===== src/rtl/apb_uart_arb.sv =====
// Two-port APB master with round-robin arbitration in front of the UART APB slave.
// The slave has no pready, so reads wait a fixed RD_LAT cycles before capturing prdata.
//
// state    | meaning
// ---------+-------------------------------------------------------------
// S_IDLE   | sample requests, pick winner, latch winner's wr/addr/wdata
// S_SETUP  | APB setup phase: psel=1, penable=0
// S_ACCESS | APB access phase: psel=1, penable=1
// S_RWAIT  | read latency countdown, capture prdata at terminal count
// S_DONE   | one-cycle ack to the winning port
module apb_uart_arb #(
  parameter int ADDR_W = 6,
  parameter int DATA_W = 32,
  parameter int RD_LAT = 2
) (
  input  logic              pclk,
  input  logic              presetn,
  input  logic              req0,
  input  logic              wr0,
  input  logic [ADDR_W-1:0] addr0,
  input  logic [DATA_W-1:0] wdata0,
  output logic              ack0,
  output logic [DATA_W-1:0] rdata0,
  input  logic              req1,
  input  logic              wr1,
  input  logic [ADDR_W-1:0] addr1,
  input  logic [DATA_W-1:0] wdata1,
  output logic              ack1,
  output logic [DATA_W-1:0] rdata1,
  output logic [ADDR_W-1:0] paddr,
  output logic              psel,
  output logic              penable,
  output logic              pwrite,
  output logic [DATA_W-1:0] pwdata,
  input  logic [DATA_W-1:0] prdata,
  output logic              busy
);

  typedef enum logic [2:0] {
    S_IDLE,
    S_SETUP,
    S_ACCESS,
    S_RWAIT,
    S_DONE
  } state_t;

  localparam logic [3:0] CNT_INIT = 4'((RD_LAT > 0) ? (RD_LAT - 1) : 0);

  state_t              state_q;
  logic                sel_q;
  logic                rr_last_q;
  logic [3:0]          cnt_q;
  logic                ack0_q;
  logic                ack1_q;
  logic [DATA_W-1:0]   rdata0_q;
  logic [DATA_W-1:0]   rdata1_q;
  logic [ADDR_W-1:0]   paddr_q;
  logic                psel_q;
  logic                penable_q;
  logic                pwrite_q;
  logic [DATA_W-1:0]   pwdata_q;
  logic                busy_q;
  logic                grant1_d;

  // On a tie the port that did not win last time gets the bus.
  always_comb begin
    grant1_d = 1'b0;
    grant1_d = req1 & (~req0 | ~rr_last_q);
  end

  always_ff @(posedge pclk or negedge presetn) begin
    if (!presetn) begin
      state_q   <= S_IDLE;
      sel_q     <= 1'b0;
      rr_last_q <= 1'b1;
      cnt_q     <= '0;
      ack0_q    <= 1'b0;
      ack1_q    <= 1'b0;
      rdata0_q  <= '0;
      rdata1_q  <= '0;
      paddr_q   <= '0;
      psel_q    <= 1'b0;
      penable_q <= 1'b0;
      pwrite_q  <= 1'b0;
      pwdata_q  <= '0;
      busy_q    <= 1'b0;
    end else begin
      ack0_q <= 1'b0;
      ack1_q <= 1'b0;
      case (state_q)
        S_IDLE: begin
          if (req0 || req1) begin
            sel_q    <= grant1_d;
            if (req0 && req1) rr_last_q <= grant1_d;
            pwrite_q <= grant1_d ? wr1    : wr0;
            paddr_q  <= grant1_d ? addr1  : addr0;
            pwdata_q <= grant1_d ? wdata1 : wdata0;
            psel_q   <= 1'b1;
            busy_q   <= 1'b1;
            state_q  <= S_SETUP;
          end
        end
        S_SETUP: begin
          penable_q <= 1'b1;
          state_q   <= S_ACCESS;
        end
        S_ACCESS: begin
          psel_q    <= 1'b0;
          penable_q <= 1'b0;
          if (pwrite_q || (RD_LAT == 0)) begin
            if (!pwrite_q) begin
              if (sel_q) rdata1_q <= prdata;
              else       rdata0_q <= prdata;
            end
            ack0_q  <= ~sel_q;
            ack1_q  <= sel_q;
            state_q <= S_DONE;
          end else begin
            cnt_q   <= CNT_INIT;
            state_q <= S_RWAIT;
          end
        end
        S_RWAIT: begin
          if (cnt_q == 4'd0) begin
            if (sel_q) rdata1_q <= prdata;
            else       rdata0_q <= prdata;
            ack0_q  <= ~sel_q;
            ack1_q  <= sel_q;
            state_q <= S_DONE;
          end else begin
            cnt_q <= cnt_q - 4'd1;
          end
        end
        S_DONE: begin
          busy_q  <= 1'b0;
          state_q <= S_IDLE;
        end
        default: begin
          psel_q    <= 1'b0;
          penable_q <= 1'b0;
          busy_q    <= 1'b0;
          state_q   <= S_IDLE;
        end
      endcase
    end
  end

  assign ack0    = ack0_q;
  assign ack1    = ack1_q;
  assign rdata0  = rdata0_q;
  assign rdata1  = rdata1_q;
  assign paddr   = paddr_q;
  assign psel    = psel_q;
  assign penable = penable_q;
  assign pwrite  = pwrite_q;
  assign pwdata  = pwdata_q;
  assign busy    = busy_q;

endmodule


===== config.mk =====
export PLATFORM = sky130hd
export DESIGN_NAME = apb_uart_arb
export DESIGN_NICKNAME = d
export VERILOG_FILES = /design/src/rtl/apb_uart_arb.sv
export SDC_FILE = /design/constraint.sdc
export NUM_CORES = 1
export LEC_CHECK = 0
export ABC_CLOCK_PERIOD_IN_PS = 1950
export CAP_MARGIN = 5
export CORE_ASPECT_RATIO = 1.75
export CORE_UTILIZATION = 38
export CTS_CLUSTER_DIAMETER = 80
export DETAILED_ROUTE_END_ITERATION = 8
export GPL_ROUTABILITY_DRIVEN = 0
export PLACE_DENSITY = 0.82
export REMOVE_ABC_BUFFERS = 1
export SYNTH_ARGS = -nofsm -noshare
export SYNTH_HDL_FRONTEND = slang
export SYNTH_SLANG_ARGS = --single-unit

===== constraint.sdc =====
create_clock -name pclk -period 1.95 [get_ports pclk]
set_input_delay 0.195 -clock pclk [delete_from_list [all_inputs] [get_ports pclk]]
set_output_delay 0.195 -clock pclk [all_outputs]
set_load 0.05 [all_outputs]

-- Yosys cells after proc, flatten, opt, wreduce, memory -nomap -nowiden
Index checks and enable logic that the tools add are counted.
- register bits: 117
- bits in latches: 0
- bits in writable memories: 0
- memory bits (read-only): 0
- input port bits: 114
- output and inout port bits: 108
- word-level logic and storage cells: 66
- memories: 0
- add/sub/neg operators: 1
- multiply operators: 0
- divide/modulo/power cells: 0
- order comparisons: 0
- equality and inequality tests: 8
- shift-type cells: 0
- multiplexer cells: 20
- bitwise operators: 7
- reduce and logical (&&, ||, !) cells: 16
- operators by type and width (operator ; count):
    $mux W32 ; 1
    $pmux W3 S4 ; 1
    $reduce_and A3 Y1 ; 4
    $pmux W1 S2 ; 5
    $mux W3 ; 3
    $reduce_or A3 Y1 ; 3
    $mux W4 ; 2
    $ne A2 B2 Y1 const B ; 4
    $pmux W4 S2 ; 1
    $reduce_and A2 Y1 ; 4
    $eq A3 B2 Y1 const B ; 2
    $mux W1 ; 6
    $mux W6 ; 1
    $not A1 Y1 ; 5
    $logic_not A4 Y1 ; 1
    $sub A4 B1 Y4 const B ; 1
    $eq A3 B1 Y1 const B ; 1
    $eq A3 B3 Y1 const B ; 1
    $logic_not A3 Y1 ; 1
    $reduce_bool A2 Y1 ; 1
    $and A1 B1 Y1 ; 1
    $logic_and A1 B1 Y1 ; 1
    $logic_or A1 B1 Y1 ; 1
    $or A1 B1 Y1 ; 1

-- Logic depth before layout (Yosys ltp)
- depth in word-level cells: 4
- depth in mapped cells: 6
- mapped depth without buffers: 5

-- Worst setup path before layout
Ideal clock, no wire load.
- path type: register to register
- start point: reg cnt_q[0]
- end point: reg rdata0_q[10] (netlist: rdata0[10])
- setup time: 125 ps
- data arrival time: 1807 ps
- required time: 1825 ps
- slack: 18 ps
- cell stages (with the launch flop): 7
- path buffers: 1
- clock period less this slack: 1932 ps
- cells stage by stage: dfrtp_1 > inv_1 > ha_1 > or3b_4 > nor3_4 > buf_6 > mux2_2
- word-level cells in the longest chain between the ends: 2
- RTL lines (element ; RTL line ; text):
    start, declared ; 52 ; logic [3:0] cnt_q;
    start signal, assigned ; 131 ; cnt_q <= cnt_q - 4'd1;
    $logic_not A4 Y1 ; 124 ; if (cnt_q == 4'd0) begin
    $reduce_and A3 Y1 (no line) ; n/a ;
    end signal, assigned ; 113 ; else rdata0_q <= prdata;
    end signal, assigned ; 126 ; else rdata0_q <= prdata;
    end, declared ; 55 ; logic [DATA_W-1:0] rdata0_q;
Every way passes these cells.
A chain may end at the register's enable or synchronous reset.

-- Worst setup path after layout
- start point: reg cnt_q[0]
- end point: reg rdata0_q[11] (netlist: rdata0[11])
Same word-level chain as after synthesis.

==> flow_summary.json <==
{
  "drc": 0,
  "cp.required_ns": 2.24,
  "clk_pin_slew_ns": 0.06,
  "hold_class": "in -> async",
  "async_reset_ff_share_pct": 100,
  "filler_cell_count": 947,
  "finalSetupTns_ns": -0.0347,
  "gr-total-overflow": 0,
  "die_area_mm2": 0.0137,
  "cts.path.max_buffers": 2,
  "die_y_um": 154,
  "cp_max_fo": 8,
  "fin_cells": 758,
  "cts_tree": "yes",
  "cp_top_family": "simple AND/OR/NAND/NOR gates",
  "synth_compound_area_share_pct": 2.97,
  "violations": "setup timing",
  "status": "finished, violations left",
  "synth-simple-area-share_pct": 3.50,
  "setup_violations": 7,
  "place_inst": 719,
  "tightest_slew_ns": 0.605,
  "fmax_mhz": 511,
  "power_frac_clock_pct": 18.9,
  "drt_wl_total_um": 13100,
  "p_per_area_mw_per_mm2": 2070,
  "power.net_switching_w": 0.00764,
  "synth_enable_flop_cells": 0,
  "grt_pass1_wl_um": 20000,
  "leakagePower_nw": 3.47,
  "antenna_cells": 0,
  "highest_layer": "met4",
  "slew_viol_final": 0,
  "drive_above_1_share_pct": 33.7,
  "port_buffers": 221,
  "ios": 222,
  "pwr-share-seq_pct": 25.5,
  "avgViaCountPerCell": 4.82,
  "synth_flop_cell": "dfrtp_1",
  "criticalPathCategory": "reg -> reg",
  "fin_crit_ns": 1.96,
  "synth_area_per_cell_um2": 15.1,
  "grtUsageTotal_pct": 19.6,
  "hold_viol": 0,
  "synthToLayoutAreaGrowth_pct": 66.7,
  "ant_nets": 0,
  "ys_seq_area_share_pct": 58.5,
  "synthMuxAreaShare_pct": 31.9,
  "rsz0062_at_grt": "yes",
  "die_x_um": 88.8,
  "ys_ff_latch": 117,
  "crit_path_max_incr_delay_ns": 0.39,
  "drtIter0Drc": 161,
  "htreeDepth": 4,
  "routedWlPerCell_um": 17.3,
  "finalCritPeriodShare_pct": 100,
  "wl_met3_um": 972,
  "internal_power_w": 0.00970,
  "p_sw_share_pct": 44.1,
  "synthAdderAreaFrac_pct": 0.499,
  "worst_slack_ns": -0.00835,
  "synth_top_family_by_area": "multiplexers",
  "core-area_mm2": 0.0129,
  "clkLatencyLatePin_ns": 0.41,
  "cts_root_buffer": "clkbuf_16",
  "cts_buffers": 17,
  "synth_area_mm2": 0.00501,
  "yosys_warnings": 0,
  "finalNetCount": 690,
  "arrival_ns": 2.25,
  "ir_drop_v": 0.00138,
  "crit_path_top_delay_cell": "dfrtp_1",
  "dr.pass1.iters": 5,
  "slew_headroom_pct": 59.6,
  "synthDistinctLibCells": 41,
  "mostFrequentLayoutCells": "clkdlybuf4s50_1, dfrtp_1, mux2_2, mux2_4, clkbuf_16",
  "critPathLaunchType": "flip-flop",
  "grt_pass1_vias": 4023,
  "yosys.area_share.xor_xnor_pct": 0.175,
  "row_count": 55,
  "cts.sinks": 117,
  "clock_skew_ns": 0.0166,
  "grt_max_degree": 118,
  "post-dp-hpwl_um": 9200,
  "path_cells": "inv_2 -> ha_4 -> or3b_4 -> nor3_4 -> buf_12 -> clkbuf_16 -> mux2_2",
  "dr_wl_met2_um": 7250,
  "final_common_cell": "clkdlybuf4s50_1",
  "crit_buf_inv": 3,
  "combPwrFrac_pct": 55.6,
  "cap_violations": 0,
  "initial_core_util_pct": 38.9,
  "syn_inst": 331,
  "wl_met1_um": 4510,
  "grt_antenna_before_repair": 0,
  "cp-end-kind": "flip-flop",
  "vias": 3652
}
cell families after synthesis:
group	after synthesis
xor+xnor	1
compound gates	21
buf+inv	21
flops	117
simple gates	27
mux	142
fa+ha+maj	2
cell usage after synthesis, types with 2 or more instances:
cell type,n,share of area (%)
clkbuf_1,2,0.15
a31oi_1,2,0.25
mux2_2,136,31
nand2b_1,2,0.25
buf_2,9,0.90
nor2_1,4,0.30
a22o_1,2,0.35
a311o_1,2,0.40
nand2_1,3,0.22
mux2_1,6,1.3
inv_1,4,0.30
buf_6,4,0.90
nand3_1,2,0.20
ha_1,2,0.50
nor4_1,2,0.25
dfrtp_1,116,58
a21o_1,2,0.30
o21ai_0,4,0.40
a21oi_1,3,0.30
nor2b_1,3,0.37
through the flow:
step                utilization [%]  power, W  hold WS (ns)  area (um2)  setup slack (ns)
floorplan                         -    0.0104        -0.101        4900             -1.08
global placement               58.2    0.0136         0.322        7500            0.0278
detailed placement             58.2    0.0138         0.332        7500           -0.0475
CTS                            64.0    0.0173         0.413        8240          -0.00375
global route                   64.9    0.0180         0.431        8350           -0.0673
finish                         64.9    0.0173         0.424        8350          -0.00835
path summary, 6_finish.rpt:
kind | from | endpoint | slack (ns) | cells after the start
worst max-delay path | cnt_q[0] | rdata0[11] | -0.008 | 7
worst min-delay path | presetn | paddr[5] | 0.42 | 3
worst max register to register | cnt_q[0] | rdata0[11] | -0.008 | 7
worst min register to register | rdata0[6] | rdata0[6] | 0.50 | 1
max in group asynchronous | presetn | pwdata[9] | 1.08 | 3
min in group pclk | prdata[7] | rdata0[7] | 0.43 | 2
metal layers:
metal / up-vias / track usage (%)
li1: 1684 / -
met1: 1773 / 19.2
met2: 172 / 36.4
met3: 23 / 4.94
met4: 0 / 9.75
met5: - / 0
worst reg2reg max path, stage by stage (launching register included):
cell and delay (ns):
dfrtp_1 0.39, inv_2 0.10, ha_4 0.14, or3b_4 0.39, nor3_4 0.16, buf_12 0.17, clkbuf_16 0.16, mux2_2 0.33
registers in the layout (all words and copies together), names as in the netlist:
register / count
ack0: 1
ack1: 1
busy: 1
cnt_q: 4
paddr: 6
penable: 1
psel: 1
pwdata: 32
pwrite: 1
rdata0: 32
rdata1: 32
rr_last_q: 1
sel_q: 1
state_q: 3
final cells by class:
class	instances	area, um2	share of cell area (%)
clock buffer	18	429	5.14
clock inverter	14	201	2.41
inverter	4	15.0	0.180
multi-input combinational	193	2070	24.8
sequential	117	2930	35.1
tap	171	214	2.56
timing repair buffer	241	2490	29.9
power groups by stage:
stage	registers, W	logic, W	clock network (W)
global route	0.00460	0.00999	0.00345
floorplan	0.00838	0.00201	0
CTS	0.00443	0.00949	0.00335
detailed placement	0.00446	0.00935	0
finish	0.00443	0.00963	0.00328
global placement	0.00437	0.00920	0
timing repair:
item | in CTS | in global routing
gates cloned | 2 | 1
gates resized for setup | 6 | 24
buffers inserted | 3 | 0
hold buffers | 1 | 0
endpoints found under the hold margin | 116 | 0
setup endpoints to repair | 34 | 34
pin swaps | 1 | 0
(Power assumes the default switching activity.)
==> variant 1: new RTL, same flow settings <==
The parameter `ADDR_W` goes from 6 to 8.
--- a/src/rtl/apb_uart_arb.sv
+++ b/src/rtl/apb_uart_arb.sv
@@ -9,7 +9,7 @@
 // S_RWAIT  | read latency countdown, capture prdata at terminal count
 // S_DONE   | one-cycle ack to the winning port
 module apb_uart_arb #(
-  parameter int ADDR_W = 6,
+  parameter int ADDR_W = 8,
   parameter int DATA_W = 32,
   parameter int RD_LAT = 2
 ) (
Interface: changed (resized addr0, addr1 and paddr); port bits go from 222 to 228. No check against the original RTL was run, so the function may have changed too.
==> variant 1 against the unedited design <==
- setup slack gained 0.028 ns
- clock skew shrank 0.0066 ns
- area after synthesis grew 1.8%
- wire length shrank 2.9%
- first-iteration DRC count shrank 48%
- sequential cell count grew 2
- design area grew 0.63%
- critical endpoint is now rdata0[22]
- maximum frequency grew 1.4%
- total power shrank 1.0%
==> variant 1: results (changes against the unedited design) <==
----------------------------------------------------
[Yosys]
  Gate count of the mapped netlist ... 335 (was 331)
  Leading cell types by count after synthesis ... mux2_2 (144), dfrtp_1 (118), buf_2 (14) (was mux2_2 (136), dfrtp_1 (116), buf_2 (9))
  Share of synthesized cell area in full adder, half adder and majority cells ... 0.491% (was 0.499%)
  Distinct cells, synth ... 35 (was 41)
  Fraction of the yosys area taken by sequential cells ... 58.4% (was 58.5%)
  Share of cell area taken by muxes after synthesis ... 32.5% (was 31.9%)
  Synthesized-area fraction occupied by ao, oa, aoi and oai cells ... 2.50% (was 2.97%)
  Xor-xnor portion of the synthesized cell area ... 0.172% (was 0.175%)
  Synth area leaders ... dfrtp_1 (58%), mux2_2 (32%), buf_2 (1.4%) (was dfrtp_1 (58%), mux2_2 (31%), mux2_1 (1.3%))

[Run status]
  Run status ... finished, final reports clean (was complete, but fails checks)

[Finish]
  Number of standard cells in the layout, taps in and fillers out ... 767 (was 758)
  Final-layout clock-cell area share ... 7.28% (was 7.55%)
  Comb_multi_in ... 195 (was 193)
  Number of fill cells in the layout ... 956 (was 947)
  Total Nets Final ... 703 (was 690)
  Layout non-clock buf frac ... 29.9% (about the same)
  Multi-input gate share of total cell area ... 24.6% (was 24.8%)
  Sequential cell area ... 2980 µm² (was 2930 µm²)
  Share of cells above drive strength 1 ... 34.4% (was 33.7%)
  Footprint of the multi-input gates ... 2070 µm² (about the same)

[Global route]
  Overall fraction of global-route tracks in use ... 18.5% (was 19.6%)
  Global-route track usage on met3 ... 4.99% (was 4.94%)
  Met2 routing resource usage after global routing ... 35.6% (was 36.4%)
  Met1 Usage GRT ... 17.9% (was 19.2%)
  Number of global-route vias before repair ... 4116 (was 4023)
  First-pass GRT wire length ... 19600 µm (was 20000 µm)

[Floorplanning]
  Tapcells ... 171 (unchanged)

[Clock tree]
  Clock sink count ... 119 (was 117)

[Drt]
  Number of iterations in the first detailed-routing pass ... 6 (was 5)
  Metal3 WL ... 804 µm (was 972 µm)
  Met1 WL ... 4350 µm (was 4510 µm)
  Initial detailed-routing violation count ... 83 (was 161)
  Post-DR wirelength/cell ... 16.6 µm (was 17.3 µm)
  Length of routed met2 wiring ... 7330 µm (was 7250 µm)
  Detailed-route vias per instance ... 4.80 (was 4.82)

[Timing]
  Worst clock skew on the final layout ... 0.00996 ns (was 0.0166 ns)
  Worst slew margin relative to its limit ... 57.7% (was 59.6%)

[Placed design]
  Worst setup slack after placement ... -0.0562 ns (was -0.0475 ns)
  Placed Cells incl. Taps ... 728 (was 719)
  Placed Area ... 7660 µm² (was 7500 µm²)
  DPL Wire Length ... 8950 µm (was 9200 µm)
  Quantity of I/O buffers inserted on ports ... 227 (was 221)

[Critical path]
  Launch point of the worst path ... cnt_q[1] (was cnt_q[0])
  Worst endpoint data arrival time ... 2.21 ns (was 2.25 ns)

[Power and ir drop]
  Switching Fraction ... 44.1% (about the same)
  Internal power ... 9.58 mW (was 9.70 mW)
  Power Clock ... 3.17 mW (was 3.28 mW)
  Worst supply voltage drop on vdd ... 1.24 mV (was 1.38 mV)
  Gate power share ... 55.5% (was 55.6%)

----------------------------------------------------
==> variant 1: what timing repair did <==
item / in CTS / in global routing
pin swaps: 1 / 1
endpoints found under the hold margin: 118 / 0
resized for setup: 3 / 15
gates cloned: 1 / 1
hold buffers: 1 / 0
setup buffers: 2 / 3
setup endpoints to repair: 32 / 32
==> variant 1: logic make-up after synthesis <==
kind of cell             count (synthesis)
multiplexers                           147
buffers and inverters                   21
flip-flops                             119
AO/OA/AOI/OAI                           19
XOR/XNOR                                 1
AND/OR/NAND/NOR                         26
adder cells (fa/ha/maj)                  2
==> variant 1: worst paths after layout <==
check | to | cells past startpoint | slack (ns)
setup / recovery | rdata0[22] | 7 | 0.02
min in group pclk | rdata0[7] | 2 | 0.43
hold / removal | pwdata[24] | 3 | 0.41
setup reg to reg | rdata0[22] | 7 | 0.02
max in group asynchronous | pwdata[1] | 3 | 1.04
hold reg to reg | rdata0[7] | 1 | 0.49
==> variant 2: new RTL, same flow settings <==
Without the edit above. Reset style: synchronous (`presetn`), changed in one clocked block.
--- a/src/rtl/apb_uart_arb.sv
+++ b/src/rtl/apb_uart_arb.sv
@@ -68,7 +68,7 @@
     grant1_d = req1 & (~req0 | ~rr_last_q);
   end
 
-  always_ff @(posedge pclk or negedge presetn) begin
+  always_ff @(posedge pclk) begin
     if (!presetn) begin
       state_q   <= S_IDLE;
       sel_q     <= 1'b0;
Check against the original RTL: differs if presetn is asserted again (counterexample within 4 cycles, from zero or initial values and one cycle with presetn low); with presetn held inactive, the same outputs for 4 cycles.
==> variant 2 against the unedited design <==
- via count up 23%
- first-iteration DRC count down 22%
- sequential share of layout area down 5.0 points
- sequential cell count unchanged
- design area down 6.7%
- area after synthesis down 2.7%
- wire length up 1.7%
- global-route usage up 1.0 points
- core utilization down 2.5 points
- non-clock buffer count down 7
- setup slack better by 0.10 ns
- largest cell class is now non-clock buffers
- highest routed layer unchanged
Power is not compared: it rests on default switching activity, and its combinational part moved more than twofold at a synthesized area within 25%.
==> variant 2: results (changes against the unedited design) <==
----------------------------------------------------
[Run status]
  Run status ... finished, final reports clean (was complete, but fails checks)

[Yosys]
  Leading cell types by count after synthesis ... dfxtp_1 (117), mux2i_1 (103), nand2_1 (100) (was mux2_2 (136), dfrtp_1 (116), buf_2 (9))
  Share of synthesized cell area in full adder, half adder and majority cells ... 0.513% (was 0.499%)
  Fraction of the yosys area taken by sequential cells ... 48.0% (was 58.5%)
  Distinct cells, synth ... 40 (was 41)
  Xor-xnor portion of the synthesized cell area ... 0% (was 0.175%)
  Gate count of the mapped netlist ... 503 (was 331)
  Synthesized-area fraction occupied by ao, oa, aoi and oai cells ... 13.2% (was 2.97%)
  Primary FF master, synth ... dfxtp_1 (was dfrtp_1)
  Share of cell area taken by muxes after synthesis ... 21.1% (was 31.9%)
  Synth area leaders ... dfxtp_1 (48%), mux2i_1 (21%), nand2_1 (7.7%) (was dfrtp_1 (58%), mux2_2 (31%), mux2_1 (1.3%))

[Finish]
  Share of cells above drive strength 1 ... 7.55% (was 33.7%)
  Total Nets Final ... 831 (was 690)

[Clock tree]
  Number of cells upsized or downsized after cts ... 0 (was 6)
  Post-CTS setup buffers ... 0 (was 3)

[Critical path]
  Endpoint of the lowest-slack register-to-register path ... rdata0[28] (was rdata0[11])
  Largest delay share family, worst path ... buffers and inverters (was simple AND/OR/NAND/NOR gates)
  Largest fanout on the critical path ... 6 (was 8)
  Flop-to-flop setup slack ... 0.28 ns (was -0.008 ns)
  Launch point of the worst path ... pwrite (was cnt_q[0])
  Source of the worst register-to-register timing path ... cnt_q[0] (unchanged)
  Crit path capture ... pwrite (was rdata0[11])
  Crit path max-delay cell type ... clkdlybuf4s50_1 (was dfrtp_1)
  Depth of the most critical reg-to-reg path ... 6 (was 7)
  Worst endpoint data arrival time ... 1.66 ns (was 2.25 ns)
  Worst stage delay on the critical path ... 0.85 ns (was 0.39 ns)

[Global route]
  Overall fraction of global-route tracks in use ... 20.6% (was 19.6%)
  Maximum number of pins on one net before global-route repair ... 75 (was 118)
  Number of global-route vias before repair ... 4588 (was 4023)
  First-pass GRT wire length ... 21500 µm (was 20000 µm)

[Drt]
  Detailed-route vias per instance ... 5.00 (was 4.82)
  Drt total wl ... 13300 µm (was 13100 µm)
  Post-DR wirelength/cell ... 14.9 µm (was 17.3 µm)

[Timing]
  Worst clock skew on the final layout ... 0.00877 ns (was 0.0166 ns)
  Slew at the pin closest to its max-slew limit ... 0.647 ns (was 0.605 ns)
  Worst hold slack ... 0.311 ns (was 0.424 ns)
  Final cycle utilization of the critical path ... 95.3% (was 100%)

[Placed design]
  Placed Area ... 7240 µm² (was 7500 µm²)
  Placed Cells incl. Taps ... 864 (was 719)

----------------------------------------------------
-- variant 2: kinds of logic after synthesis --
| logic type | after synthesis |
|---|---|
| AND/OR/NAND/NOR | 132 |
| adder cells (fa/ha/maj) | 2 |
| flip-flops | 117 |
| AO/OA/AOI/OAI | 101 |
| buffers and inverters | 48 |
| multiplexers | 103 |
-- variant 2: layout make-up --
type	count	area, µm²
clock inverters	15	131
flip-flops and latches	117	2340
multi-input cells	338	2310
well taps	168	210
inverters	7	26.3
repair buffers	234	2350
fillers	998	4700
clock buffers	17	425
-- variant 2: metal layers --
layer	track usage, %	up-vias	part of all wire [%]
met5	0	-	0
met4	11.2	0	3.1
met3	5.70	28	7.0
met2	36.6	208	52
met1	21.1	2048	38
li1	-	2196	-
-- variant 2: report_power, final --
part           total, mW  switching, mW  leakage [nW]  internal [mW]
Sequential          2.70          0.126         0.955           2.58
Clock               2.88           1.12         0.262           1.75
Combinational       1.86           1.12          1.82          0.743
